--- config.mk ---
export PLATFORM = sky130hd
export DESIGN_NAME = matrix_stream_feeder
export DESIGN_NICKNAME = d
export VERILOG_FILES = /design/src/rtl/matrix_stream_feeder.sv
export SDC_FILE = /design/constraint.sdc
export NUM_CORES = 1
export LEC_CHECK = 0
export ABC_AREA = 1
export ABC_CLOCK_PERIOD_IN_PS = 14600
export CAP_MARGIN = 5
export CORE_MARGIN = 5
export CORE_UTILIZATION = 50
export DETAILED_ROUTE_END_ITERATION = 8
export PLACE_DENSITY_LB_ADDON = 0.05
export SYNTH_ARGS = -nofsm -noshare
export SYNTH_HDL_FRONTEND = slang
export SYNTH_SLANG_ARGS = --single-unit
--- constraint.sdc ---
create_clock -name clk -period 14.6 [get_ports clk]
set_input_delay 3.65 -clock clk [delete_from_list [all_inputs] [get_ports clk]]
set_output_delay 3.65 -clock clk [all_outputs]
set_load 0.01 [all_outputs]
--- src/rtl/matrix_stream_feeder.sv ---
// Operand feeder for the systolic array: buffers up to K {A column, B row} beats,
// then streams them under valid/ready with last marking, and can replay the held tile.
module matrix_stream_feeder #(
  parameter int DATA_WIDTH = 8,
  parameter int N          = 4,
  parameter int K          = 4,
  parameter int DEPTH_BITS = $clog2(K + 1)
) (
  input  logic                             clk,
  input  logic                             reset,
  input  logic                             in_valid,
  output logic                             in_ready,
  input  logic [N-1:0][DATA_WIDTH-1:0]     in_a,
  input  logic [N-1:0][DATA_WIDTH-1:0]     in_b,
  input  logic                             in_last,
  input  logic                             replay,
  output logic                             out_valid,
  input  logic                             array_ready,
  output logic [N-1:0][DATA_WIDTH-1:0]     out_a,
  output logic [N-1:0][DATA_WIDTH-1:0]     out_b,
  output logic                             out_last,
  output logic                             tile_done,
  output logic [DEPTH_BITS-1:0]            depth,
  output logic                             busy
);

  localparam int IDX_BITS = (K > 1) ? $clog2(K) : 1;

  typedef enum logic [1:0] {IDLE, LOAD, STREAM} state_t;

  state_t                      state, state_nxt;
  logic [DEPTH_BITS-1:0]       wr_cnt, wr_cnt_nxt;
  logic [DEPTH_BITS-1:0]       rd_ptr, rd_ptr_nxt;
  logic [DEPTH_BITS-1:0]       depth_nxt;
  logic                        tile_done_nxt;
  logic                        wr_en;
  logic [IDX_BITS-1:0]         wr_idx;
  logic                        accept;
  logic                        last_beat;

  logic [N-1:0][DATA_WIDTH-1:0] buf_a [K];
  logic [N-1:0][DATA_WIDTH-1:0] buf_b [K];

  // Gating with reset keeps in_ready low for the whole time reset is held.
  always_comb begin
    in_ready  = reset && (((state == IDLE) && !replay) || (state == LOAD));
    accept    = in_valid && in_ready;
    last_beat = (rd_ptr == depth - 1'b1);
    out_valid = (state == STREAM);
    out_last  = out_valid && last_beat;
    out_a     = out_valid ? buf_a[rd_ptr[IDX_BITS-1:0]] : '0;
    out_b     = out_valid ? buf_b[rd_ptr[IDX_BITS-1:0]] : '0;
    busy      = (state != IDLE);
  end

  always_comb begin
    state_nxt     = state;
    wr_cnt_nxt    = wr_cnt;
    rd_ptr_nxt    = rd_ptr;
    depth_nxt     = depth;
    tile_done_nxt = 1'b0;
    wr_en         = 1'b0;
    wr_idx        = '0;
    case (state)
      IDLE: begin
        if (replay && (depth != '0)) begin
          state_nxt  = STREAM;
          rd_ptr_nxt = '0;
        end else if (accept) begin
          wr_en      = 1'b1;
          wr_cnt_nxt = DEPTH_BITS'(1);
          depth_nxt  = DEPTH_BITS'(1);
          rd_ptr_nxt = '0;
          state_nxt  = (in_last || (K == 1)) ? STREAM : LOAD;
        end
      end
      LOAD: begin
        if (accept) begin
          wr_en      = 1'b1;
          wr_idx     = wr_cnt[IDX_BITS-1:0];
          wr_cnt_nxt = wr_cnt + 1'b1;
          depth_nxt  = depth + 1'b1;
          if (in_last || (wr_cnt == DEPTH_BITS'(K - 1))) begin
            state_nxt  = STREAM;
            rd_ptr_nxt = '0;
          end
        end
      end
      STREAM: begin
        if (array_ready) begin
          rd_ptr_nxt = rd_ptr + 1'b1;
          if (last_beat) begin
            state_nxt     = IDLE;
            tile_done_nxt = 1'b1;
          end
        end
      end
      default: state_nxt = IDLE;
    endcase
  end

  always_ff @(posedge clk or negedge reset) begin
    if (!reset) begin
      state     <= IDLE;
      wr_cnt    <= '0;
      rd_ptr    <= '0;
      depth     <= '0;
      tile_done <= 1'b0;
    end else begin
      state     <= state_nxt;
      wr_cnt    <= wr_cnt_nxt;
      rd_ptr    <= rd_ptr_nxt;
      depth     <= depth_nxt;
      tile_done <= tile_done_nxt;
    end
  end

  always_ff @(posedge clk) begin
    if (wr_en) begin
      buf_a[wr_idx] <= in_a;
      buf_b[wr_idx] <= in_b;
    end
  end

endmodule

# After elaboration in Yosys (flattened, before gate mapping)
# Memory sizes are Yosys's and may differ from the RTL's.
# Cells that the tools add are included.
# classes
addsub,4
n_eq_ne,11
mux,32
reduce_logical,16
# ops
op,count
$mux 32,2
$mux 3,9
$mux 2,9
$pmux 3 s2,2
$reduce_and 5->1,2
$add 3x1->3 const B,3
$pmux 3 s3,1
$mux 1,7
$ne 2x1->1 const B,3
$ne 2x2->1 const B,3
$pmux 2 s3,1
$reduce_bool 3->1,2
$logic_and 1x1->1,5
$reduce_and 4->1,1
$reduce_bool 2->1,2
$eq 3x2->1 const B,1
$eq 3x3->1,1
$ne 3x2->1 const B,1
$sub 3x1->3 const B,1
$eq 2x1->1 const B,1
$eq 2x2->1 const B,1
$logic_not 2->1,1
$logic_or 1x1->1,2
$pmux 1 s2,1
$logic_not 1->1,1
# word_totals
ff_bits,12
mem_bits_rw,256
inputBits,70
out_inout_bits,72
elab_cells,70
memories,2
# mem_list
name,words,width,rd,rd_clocked_by_memory_dff,wr,line,text
buf_a,4,32,1,0,1,41,logic [N-1:0][DATA_WIDTH-1:0] buf_a [K];
buf_b,4,32,1,0,1,42,logic [N-1:0][DATA_WIDTH-1:0] buf_b [K];

# Longest topological paths before layout
# depth
ltp_word,10
ltp_mapped,11
ltp_nobuf,11

# Worst setup path before layout
# Ideal clock, no wire load.
# synth_timing
kind,in2reg
start,in reset
end,"mem buf_a[1][0] in the netlist's numbering, enable pin"
setup_ns,0.565
arrival_time_ns,8.398
required_ns,14.035
path_slack_ns,5.637
stages,4
n_path_buf,0
path_cell_list,inv_1 nor2_1 nand3_4 nor3_1
# synth_between
elab_chain_cells,7
word_cells_on_any_way,9
cone_classes,mux (7); reduce/logical (2)
# synth_lines
item,line,text
from (decl),10,"input logic reset,"
$logic_and 1x1->1 *,46,in_ready = reset && (((state == IDLE) && !replay) || (state == LOAD));
$logic_and 1x1->1 *,47,accept = in_valid && in_ready;
$mux 1,"69, 78",
$mux 1,66,if (replay && (depth != '0)) begin
$pmux 1 s2,64,case (state)
$mux 1,119,if (wr_en) begin
$mux 1 (implied by the code),120,buf_a[wr_idx] <= in_a;
to (decl),41,
# Mark *: on every way between the ends. The rest lies on a longest branch, timed or not.

# Worst setup path in the final report
# layout_timing
start,in reset
end,out in_ready
# layout_between
elab_chain_cells,1
# layout_lines
item,line,text
$logic_and 1x1->1,46,
to (decl),12,"output logic in_ready,"
# No other way between the ends.

==> summary.txt <==
status -> completed
vias in the first global route -> 6411
most common cell in the netlist -> nor2_1
WL/cell -> 17.5 µm
Synthesis Warnings -> 0
TritonCTS clock tree -> done
asr flop ratio synth -> 0.0448
Final #Nets -> 1069
Pleak -> 0.00445 µW
CP endpoint kind -> primary output
clk slew on worst S/H paths -> 0.06 ns
drt first pass iters -> 5
top cells by area, synth -> edfxtp_1, nor2_1, o21ai_0, a21oi_1, dfrtp_1
Mapped Area -> 10700 µm²
Crit path arrival time -> 5.32 ns
drt initial violations -> 474
DRC Markers -> 0
Yosys cell types -> 27
Post-CTS Resized -> 0
post-synth top area share -> 0.719
die height -> 156 µm
Worst Max-Slew Pin Slew -> 1.01 ns
P&R area growth vs syn -> 23.0%
Max-slew headroom -> 0.324
Final GP Congestion -> 0.788
Post-Syn Instances -> 863
initial antenna violation count -> 2
final antenna diode count -> 0
Setup Total Neg Slack -> 0 ns
worst setup slack after layout -> 5.63 ns
Crit Path Max Fanout -> 14
Top FF cell, synth -> edfxtp_1
Boundary Pins -> 142
core area -> 21000 µm²
GRT Util Overall -> 0.184
total CTS buffers -> 27
register area share after synthesis -> 0.747
ANT nets after route -> 0
register bit total from synthesis -> 268
H-Tree Depth -> 1
largest net degree at the start of global routing -> 71
Slew Limit Fails -> 0
Horiz. Die Dim -> 156 µm
Hold Path Class -> reg2reg
final hold vios -> 0
fmax -> 111 MHz
power density over cell area -> 181 nW/µm²
layout cells sized above 1 -> 0.0632
Detailed Route WL -> 22500 µm
min Tclk post-route -> 8.97 ns
full die area -> 24400 µm²
RSZ-0062 raised after global routing -> false
syn avg cell area -> 12.4 µm²
worst-skew pair later-pin latency -> 0.52 ns
Layout Skew -> 0.0107 ns
Initial Utilization -> 0.509
fin crit share -> 0.614
Synth area leader -> edfxtp_1
Vias -> 6713
first-pass GRT wire length -> 35500 µm
final setup vio count -> 0
worst slack, placed -> 5.57 ns
critical path type -> in2out
Mapped Nets -> 939
Clock Path Buffers -> 3
Root Buffer -> clkbuf_16
max-capacitance violation count -> 0
commonest cells in the netlist -> nor2_1, edfxtp_1, o21ai_0
drt via density -> 5.21
CP required -> 10.95 ns
hpwl dp -> 11800 µm
post-CTS setup buffers -> 0
VDD IR-drop max -> 122 µV
crit path launch type -> primary input
Post-synth EDFFs -> 256
PortBufs -> 141
total grt overflow -> 0
FP Rows -> 53
CTS Hold Buffers Added -> 0
Sink Count -> 268
## power breakdown
part           switching [µW]  internal, µW
Combinational             455           339
Clock                     267           408
Sequential               35.2           874
## logic make-up (layout without fill, tap and decap cells)
logic type / count (synthesis) / in the layout / synth area share
and+or+nand+nor: 311 / 311 / 0.114
DFF: 268 / 268 / 0.747
AOI/OAI and AO/OA: 207 / 207 / 0.0972
buffers and inverters: 69 / 219 / 0.0331
adders and majority gates: 6 / 6 / 0.00702
xor gates and xnor gates: 2 / 2 / 0.00164
## worst paths after layout
path	slack, ns	endpoint	from	cells after the start
max reg2reg	11.66	buf_b[0][3]	state[0]	7
min	0.55	wr_cnt[2]	wr_cnt[2]	2
max	5.63	in_ready	reset	3
min in group asynchronous	3.52	tile_done	reset	1
min reg2reg	0.55	wr_cnt[2]	wr_cnt[2]	2
max in group asynchronous	10.63	rd_ptr[0]	reset	1
## layer usage
layer / share of wire / global-route usage
met4: 0.013 / 0.0364
met3: 0.065 / 0.0382
met2: 0.49 / 0.304
met5: 0.00089 / 0
met1: 0.43 / 0.258
## worst max-delay path, stage by stage
cell,delay (ns)
clkdlybuf4s50_1,0.86
and3_2,0.27
clkdlybuf4s50_1,0.53
## state kept, by name, indices dropped and copies added (netlist names)
register,count
buf_a,128
buf_b,128
depth,3
rd_ptr,3
wr_cnt,3
state,2
tile_done,1
## stage by stage
stage	area [µm²]	util	std cells	total power [µW]	hold WS, ns
after CTS	13200	0.626	1288	2410	0.561
after global routing	13200	0.626	1288	2530	0.595
after global placement	12300	0.584	1239	1730	0.550
after floorplan	10700	-	863	1380	0.515
final	13200	0.626	1288	2380	0.552
after detailed placement	12300	0.584	1239	1730	0.555
## cell type report
type                       instances  area, µm²
fill                            1641       7870
inverter                          20       76.3
tap                              275        344
clock inverter                    17        180
sequential                       268       7990
multi-input combinational        526       2390
timing repair buffer             150       1480
clock buffer                      32        694
## placed cells by master (no fill, tap or decap), types with 7 or more instances in the layout
cell,count
clkinv_1,8
buf_4,9
nand2_1,26
a21oi_1,65
edfxtp_1,256
o21ai_0,133
clkdlybuf4s50_1,141
dfrtp_1,10
inv_1,14
clkbuf_16,27
nor2_1,266
nand3_1,7
Note: power is estimated with default switching activity, not from simulation.
==> patch 1, RTL diff (same settings) <==
Encoding of `state_t`: now one-hot (3 bits for 3 states).
--- a/src/rtl/matrix_stream_feeder.sv
+++ b/src/rtl/matrix_stream_feeder.sv
@@ -26,7 +26,7 @@
 
   localparam int IDX_BITS = (K > 1) ? $clog2(K) : 1;
 
-  typedef enum logic [1:0] {IDLE, LOAD, STREAM} state_t;
+  typedef enum logic [2:0] {IDLE = 3'b001, LOAD = 3'b010, STREAM = 3'b100} state_t;
 
   state_t                      state, state_nxt;
   logic [DEPTH_BITS-1:0]       wr_cnt, wr_cnt_nxt;
Formal check against the unedited RTL: no difference found for any inputs over 4 cycles, from zero or initial values and one cycle with reset low; so few cycles prove little.
==> patch 1 against the unedited design <==
Power fell by 7.7%. Clock power shrank 3%. Sequential cell count is 1 higher. Design area increased by 0.60%. Area after synthesis increased by 0.66%. Highest routed layer unchanged. Worst setup slack got worse by 0.095 ns. Routed wire length increased by 2.4%. First-iteration DRC count fell by 0.42%.
==> patch 1: results (changes against the unedited design) <==
<table>
<tr><th>Metric</th><th>Value</th></tr>
<tr><th colspan="2">Place</th></tr>
<tr><td>Post-place setup slack</td><td>5.49 ns (-0.0766 ns)</td></tr>
<tr><td>Hpwl dp</td><td>12.5 mm (+5.4%)</td></tr>
<tr><td>Placed instance count</td><td>1254 (+1.2%)</td></tr>
<tr><td>Placer congestion estimate</td><td>0.742 (-5.9%)</td></tr>
<tr><th colspan="2">Logic synthesis</th></tr>
<tr><td>Mean cell area of the mapped netlist</td><td>12.3 um2 (-0.95%)</td></tr>
<tr><td>Post-synth ARST share</td><td>4.83% (+0.36 points)</td></tr>
<tr><td>Most numerous cell types in the synthesized netlist</td><td>sky130_fd_sc_hd__nor2_1 (268), sky130_fd_sc_hd__edfxtp_1 (256), sky130_fd_sc_hd__o21ai_0 (130)</td></tr>
<tr><th colspan="2">Drt</th></tr>
<tr><td>WL met2</td><td>11.3 mm (+2.7%)</td></tr>
<tr><td>Initial DRC count</td><td>472 (-0.42%)</td></tr>
<tr><td>Number of iterations in the first detailed-routing pass</td><td>4 (-1)</td></tr>
<tr><td>WL met3</td><td>1.40 mm (-4.9%)</td></tr>
<tr><td>Met1 Routed Length</td><td>10.1 mm (+2.8%)</td></tr>
<tr><td>Number of vias per cell after detailed routing</td><td>5.28 (+1.4%)</td></tr>
<tr><td>Post-detailed-routing wire length</td><td>23.1 mm (+2.4%)</td></tr>
<tr><td>Detailed-route via count</td><td>6874 (+2.4%)</td></tr>
<tr><th colspan="2">Pwr</th></tr>
<tr><td>Static Leak</td><td>0.00454 uW (+1.9%)</td></tr>
<tr><td>Largest vdd supply drop</td><td>0.105 mV (-14%)</td></tr>
<tr><th colspan="2">Run status</th></tr>
<tr><td>Outcome</td><td>completed</td></tr>
<tr><th colspan="2">Setup path</th></tr>
<tr><td>Crit-path max FO</td><td>15 (+1)</td></tr>
<tr><td>Crit-path max cell delay</td><td>0.94 ns (+0.08 ns)</td></tr>
<tr><th colspan="2">Global routing</th></tr>
<tr><td>Initial antenna violation count</td><td>1 (-1)</td></tr>
<tr><td>GR Layer Usage met2</td><td>31.2% (+0.76 points)</td></tr>
<tr><td>GR met3 Demand/Resource</td><td>3.21% (-0.61 points)</td></tr>
<tr><td>Global routing met1 resource utilization</td><td>25.9% (+0.14 points)</td></tr>
<tr><td>First-pass GRT wire length</td><td>36.1 mm (+1.8%)</td></tr>
<tr><td>GRT Resource Usage Total</td><td>18.7% (+0.29 points)</td></tr>
<tr><td>Number of global-route vias before repair</td><td>6686 (+4.3%)</td></tr>
<tr><td>Largest net degree at the start of global routing</td><td>100 (+41%)</td></tr>
<tr><th colspan="2">STA</th></tr>
<tr><td>Post-route clock skew</td><td>0.00479 ns (-0.00595 ns)</td></tr>
<tr><td>Worst slew margin</td><td>38.3% (+5.9 points)</td></tr>
<tr><th colspan="2">Cells and area</th></tr>
<tr><td>Number of nets in the finished design</td><td>1084 (+1.4%)</td></tr>
<tr><td>Proportion of layout cells with a drive suffix above 1</td><td>7.50% (+1.2 points)</td></tr>
<tr><td>Number of fillers in the final layout</td><td>1655 (+0.85%)</td></tr>
</table>
## patch 1: cell type report
type	count	area (um2)	share of cell area (%)
clock buffer	33	698	5.28
multi-input combinational	536	2450	18.5
clock inverter	14	143	1.08
timing repair buffer	151	1490	11.2
tap	275	344	2.60
inverter	23	90.1	0.681
sequential	269	8020	60.6
## patch 1: worst min-delay path, cell delays in order, from the launching register on
cell and delay (ns):
sky130_fd_sc_hd__dfrtp_1 0.41, sky130_fd_sc_hd__nand2_1 0.07, sky130_fd_sc_hd__nand2_1 0.05
## patch 1: path summary, 6_finish.rpt
kind                       startpoint            to  slack [ns]  cells after the start
max                             reset      in_ready        5.54                      4
min                         rd_ptr[2]     rd_ptr[2]        0.55                      2
max reg2reg                  state[0]  buf_a[3][30]       11.53                     11
min reg2reg                 rd_ptr[2]     rd_ptr[2]        0.55                      2
max in group asynchronous       reset     rd_ptr[0]       10.51                      1
min in group asynchronous       reset     tile_done        3.56                      1
## patch 1: kinds of logic (layout without fill, tap and decap cells)
| logic type | count (synthesis) | after routing | share of synthesized area [%] |
|---|---|---|---|
| xor gates and xnor gates | 2 | 2 | 0.163 |
| buffers and inverters | 72 | 221 | 3.02 |
| AOI/OAI and AO/OA | 204 | 204 | 9.50 |
| and+or+nand+nor | 324 | 324 | 12.2 |
| adders and majority gates | 6 | 6 | 0.697 |
| DFF | 269 | 269 | 74.4 |
## patch 1: power breakdown
part | leakage, uW | switching, uW | total (uW) | internal (uW)
Sequential | 0.00247 | 43.0 | 924 | 881
Combinational | 0.00167 | 374 | 613 | 238
Clock | 0.000406 | 268 | 658 | 390
==> patch 2, RTL diff (config.mk and constraints unchanged) <==
Made on the original files. The parameter `K` goes from 4 to 2.
--- a/src/rtl/matrix_stream_feeder.sv
+++ b/src/rtl/matrix_stream_feeder.sv
@@ -3,7 +3,7 @@
 module matrix_stream_feeder #(
   parameter int DATA_WIDTH = 8,
   parameter int N          = 4,
-  parameter int K          = 4,
+  parameter int K          = 2,
   parameter int DEPTH_BITS = $clog2(K + 1)
 ) (
   input  logic                             clk,
Interface: changed (resized depth); port bits go from 142 to 141. No check against the original RTL was run, so the function may have changed too.
==> patch 2 against the unedited design <==
Routed wire length down 48%. Die area shrank 47%. Clock skew decreased by 0.0043 ns. Fmax rose by 0.78%. Synthesized cell count is 50% lower. Design area fell by 43%. Worst setup slack better by 0.070 ns. Area after synthesis shrank 50%. Power is 45% lower. Via count shrank 46%. Sequential cell count shrank 131. Critical path type unchanged.
==> patch 2: results (changes against the unedited design) <==
<table>
<tr><th>Metric</th><th>Value</th></tr>
<tr><th colspan="2">Global routing</th></tr>
<tr><td>First-pass GRT wire length</td><td>18.8 mm (-47%)</td></tr>
<tr><td>GRT Resource Usage Total</td><td>18.8% (+0.41 points)</td></tr>
<tr><td>Initial antenna violation count</td><td>0 (-2)</td></tr>
<tr><td>Largest net degree at the start of global routing</td><td>69 (-2.8%)</td></tr>
<tr><th colspan="2">Clock tree</th></tr>
<tr><td>Clock latency on the worst-skew pair</td><td>0.50 ns (-0.02 ns)</td></tr>
<tr><td>Root buffer cell</td><td>sky130_fd_sc_hd__clkbuf_8</td></tr>
<tr><td>Max clock buf depth</td><td>2 (-1)</td></tr>
<tr><th colspan="2">Logic synthesis</th></tr>
<tr><td>Post-synth EDFFs</td><td>128 (-50%)</td></tr>
<tr><td>Post-Synthesis Cells</td><td>431 (-50%)</td></tr>
<tr><td>Most numerous cell types in the synthesized netlist</td><td>sky130_fd_sc_hd__nand2_1 (153), sky130_fd_sc_hd__edfxtp_1 (128), sky130_fd_sc_hd__a21oi_1 (67)</td></tr>
<tr><td>Post-synth ARST share</td><td>6.57% (+2.1 points)</td></tr>
<tr><th colspan="2">Place</th></tr>
<tr><td>Placed instance count</td><td>690 (-44%)</td></tr>
<tr><td>Placer congestion estimate</td><td>0.820 (+4.0%)</td></tr>
<tr><td>Post-detailed-placement cell area</td><td>6850 um2 (-44%)</td></tr>
<tr><td>Hpwl dp</td><td>7.28 mm (-38%)</td></tr>
<tr><th colspan="2">STA</th></tr>
<tr><td>Transition time of the tightest slew-check pin</td><td>0.902 ns (-0.112 ns)</td></tr>
<tr><td>Post-route clock skew</td><td>0.00649 ns (-0.00426 ns)</td></tr>
<tr><th colspan="2">Drt</th></tr>
<tr><td>Number of iterations in the first detailed-routing pass</td><td>4 (-1)</td></tr>
<tr><td>Initial DRC count</td><td>230 (-51%)</td></tr>
<tr><td>Post-detailed-routing wire length</td><td>11.7 mm (-48%)</td></tr>
<tr><td>Number of vias per cell after detailed routing</td><td>5.06 (-3.0%)</td></tr>
<tr><td>Routed wirelength normalized by instance count</td><td>16.2 um (-7.5%)</td></tr>
<tr><th colspan="2">Cells and area</th></tr>
<tr><td>Proportion of layout cells with a drive suffix above 1</td><td>7.00% (+0.68 points)</td></tr>
<tr><td>Largest registers ranked by flip-flop count</td><td>buf_a x64, buf_b x64</td></tr>
<tr><td>Number of nets in the finished design</td><td>645 (-40%)</td></tr>
<tr><th colspan="2">Run status</th></tr>
<tr><td>Outcome</td><td>completed</td></tr>
<tr><th colspan="2">Pwr</th></tr>
<tr><td>Static Leak</td><td>0.00271 uW (-39%)</td></tr>
<tr><td>Largest vdd supply drop</td><td>0.0882 mV (-28%)</td></tr>
<tr><th colspan="2">Setup path</th></tr>
<tr><td>Data arrival time at the worst-slack endpoint</td><td>5.25 ns (-0.07 ns)</td></tr>
</table>
## patch 2: changes by cell type in the layout (fill, tap and decap cells not counted), sizes merged, moves of 4 or more
cell    unedited run  this run
buf                9         5
clkbuf            32        20
clkinv            12         5
edfxtp           256       128
ha                 6         2
nand2             28       153
nor2             270        16
o21ai            139         7
## patch 2: final timing paths
path	start	to	slack, ns	depth (start not counted)
worst max-delay path	reset	in_ready	5.70	4
worst min-delay path	wr_cnt[1]	wr_cnt[1]	0.49	2
worst max register to register	state[1]	buf_b[0][1]	12.03	7
worst min register to register	wr_cnt[1]	wr_cnt[1]	0.49	2
max in group asynchronous	reset	rd_ptr[0]	10.70	1
min in group asynchronous	reset	tile_done	3.51	1
## patch 2: kinds of logic (layout without fill, tap and decap cells)
group / Yosys count / count (layout) / share of synthesized area [%]
and+or+nand+nor: 177 / 177 / 12.7
DFF: 137 / 137 / 76.2
AOI/OAI and AO/OA: 75 / 75 / 7.08
buffers and inverters: 40 / 195 / 3.52
adders and majority gates: 2 / 2 / 0.469
## patch 2: worst min-delay path, cell delays in order, from the launching register on
cell and delay (ns):
sky130_fd_sc_hd__dfrtp_1 0.34, sky130_fd_sc_hd__nand2_1 0.05, sky130_fd_sc_hd__o21ai_0 0.06
## patch 2: metal layers
layer	global-route usage, %	wire length [um]
met5	0	0
met2	33.2	6090
met1	21.4	4660
met3	5.35	753
met4	8.01	185
## patch 2: power groups by stage
stage               Combinational [uW]  Sequential, uW  Clock, uW
finish                             415             479        426
detailed placement                 419             487          0
global route                       456             482        452
global placement                   411             485          0
floorplan                          214             487          0
CTS                                422             479        433
## patch 2: area by class of cell
type	instances	area (um2)	area share, %
flip-flops and latches	137	4070	54.7
repair buffers	145	1440	19.3
multi-input cells	254	1100	14.8
clock buffers	20	425	5.71
clock inverters	12	175	2.35
well taps	136	170	2.28
inverters	18	67.6	0.907
## patch 2: through the flow
| step | util (%) | hold WS (ns) | worst slack [ns] |
|---|---|---|---|
| 2_1_floorplan | - | 0.453 | 4.45 |
| 3_3_place_gp | 66.0 | 0.467 | 5.73 |
| 3_5_place_dp | 66.0 | 0.474 | 5.68 |
| 4_1_cts | 71.8 | 0.488 | 5.67 |
| 5_1_grt | 71.8 | 0.514 | 5.57 |
| 6_report | 71.8 | 0.487 | 5.70 |
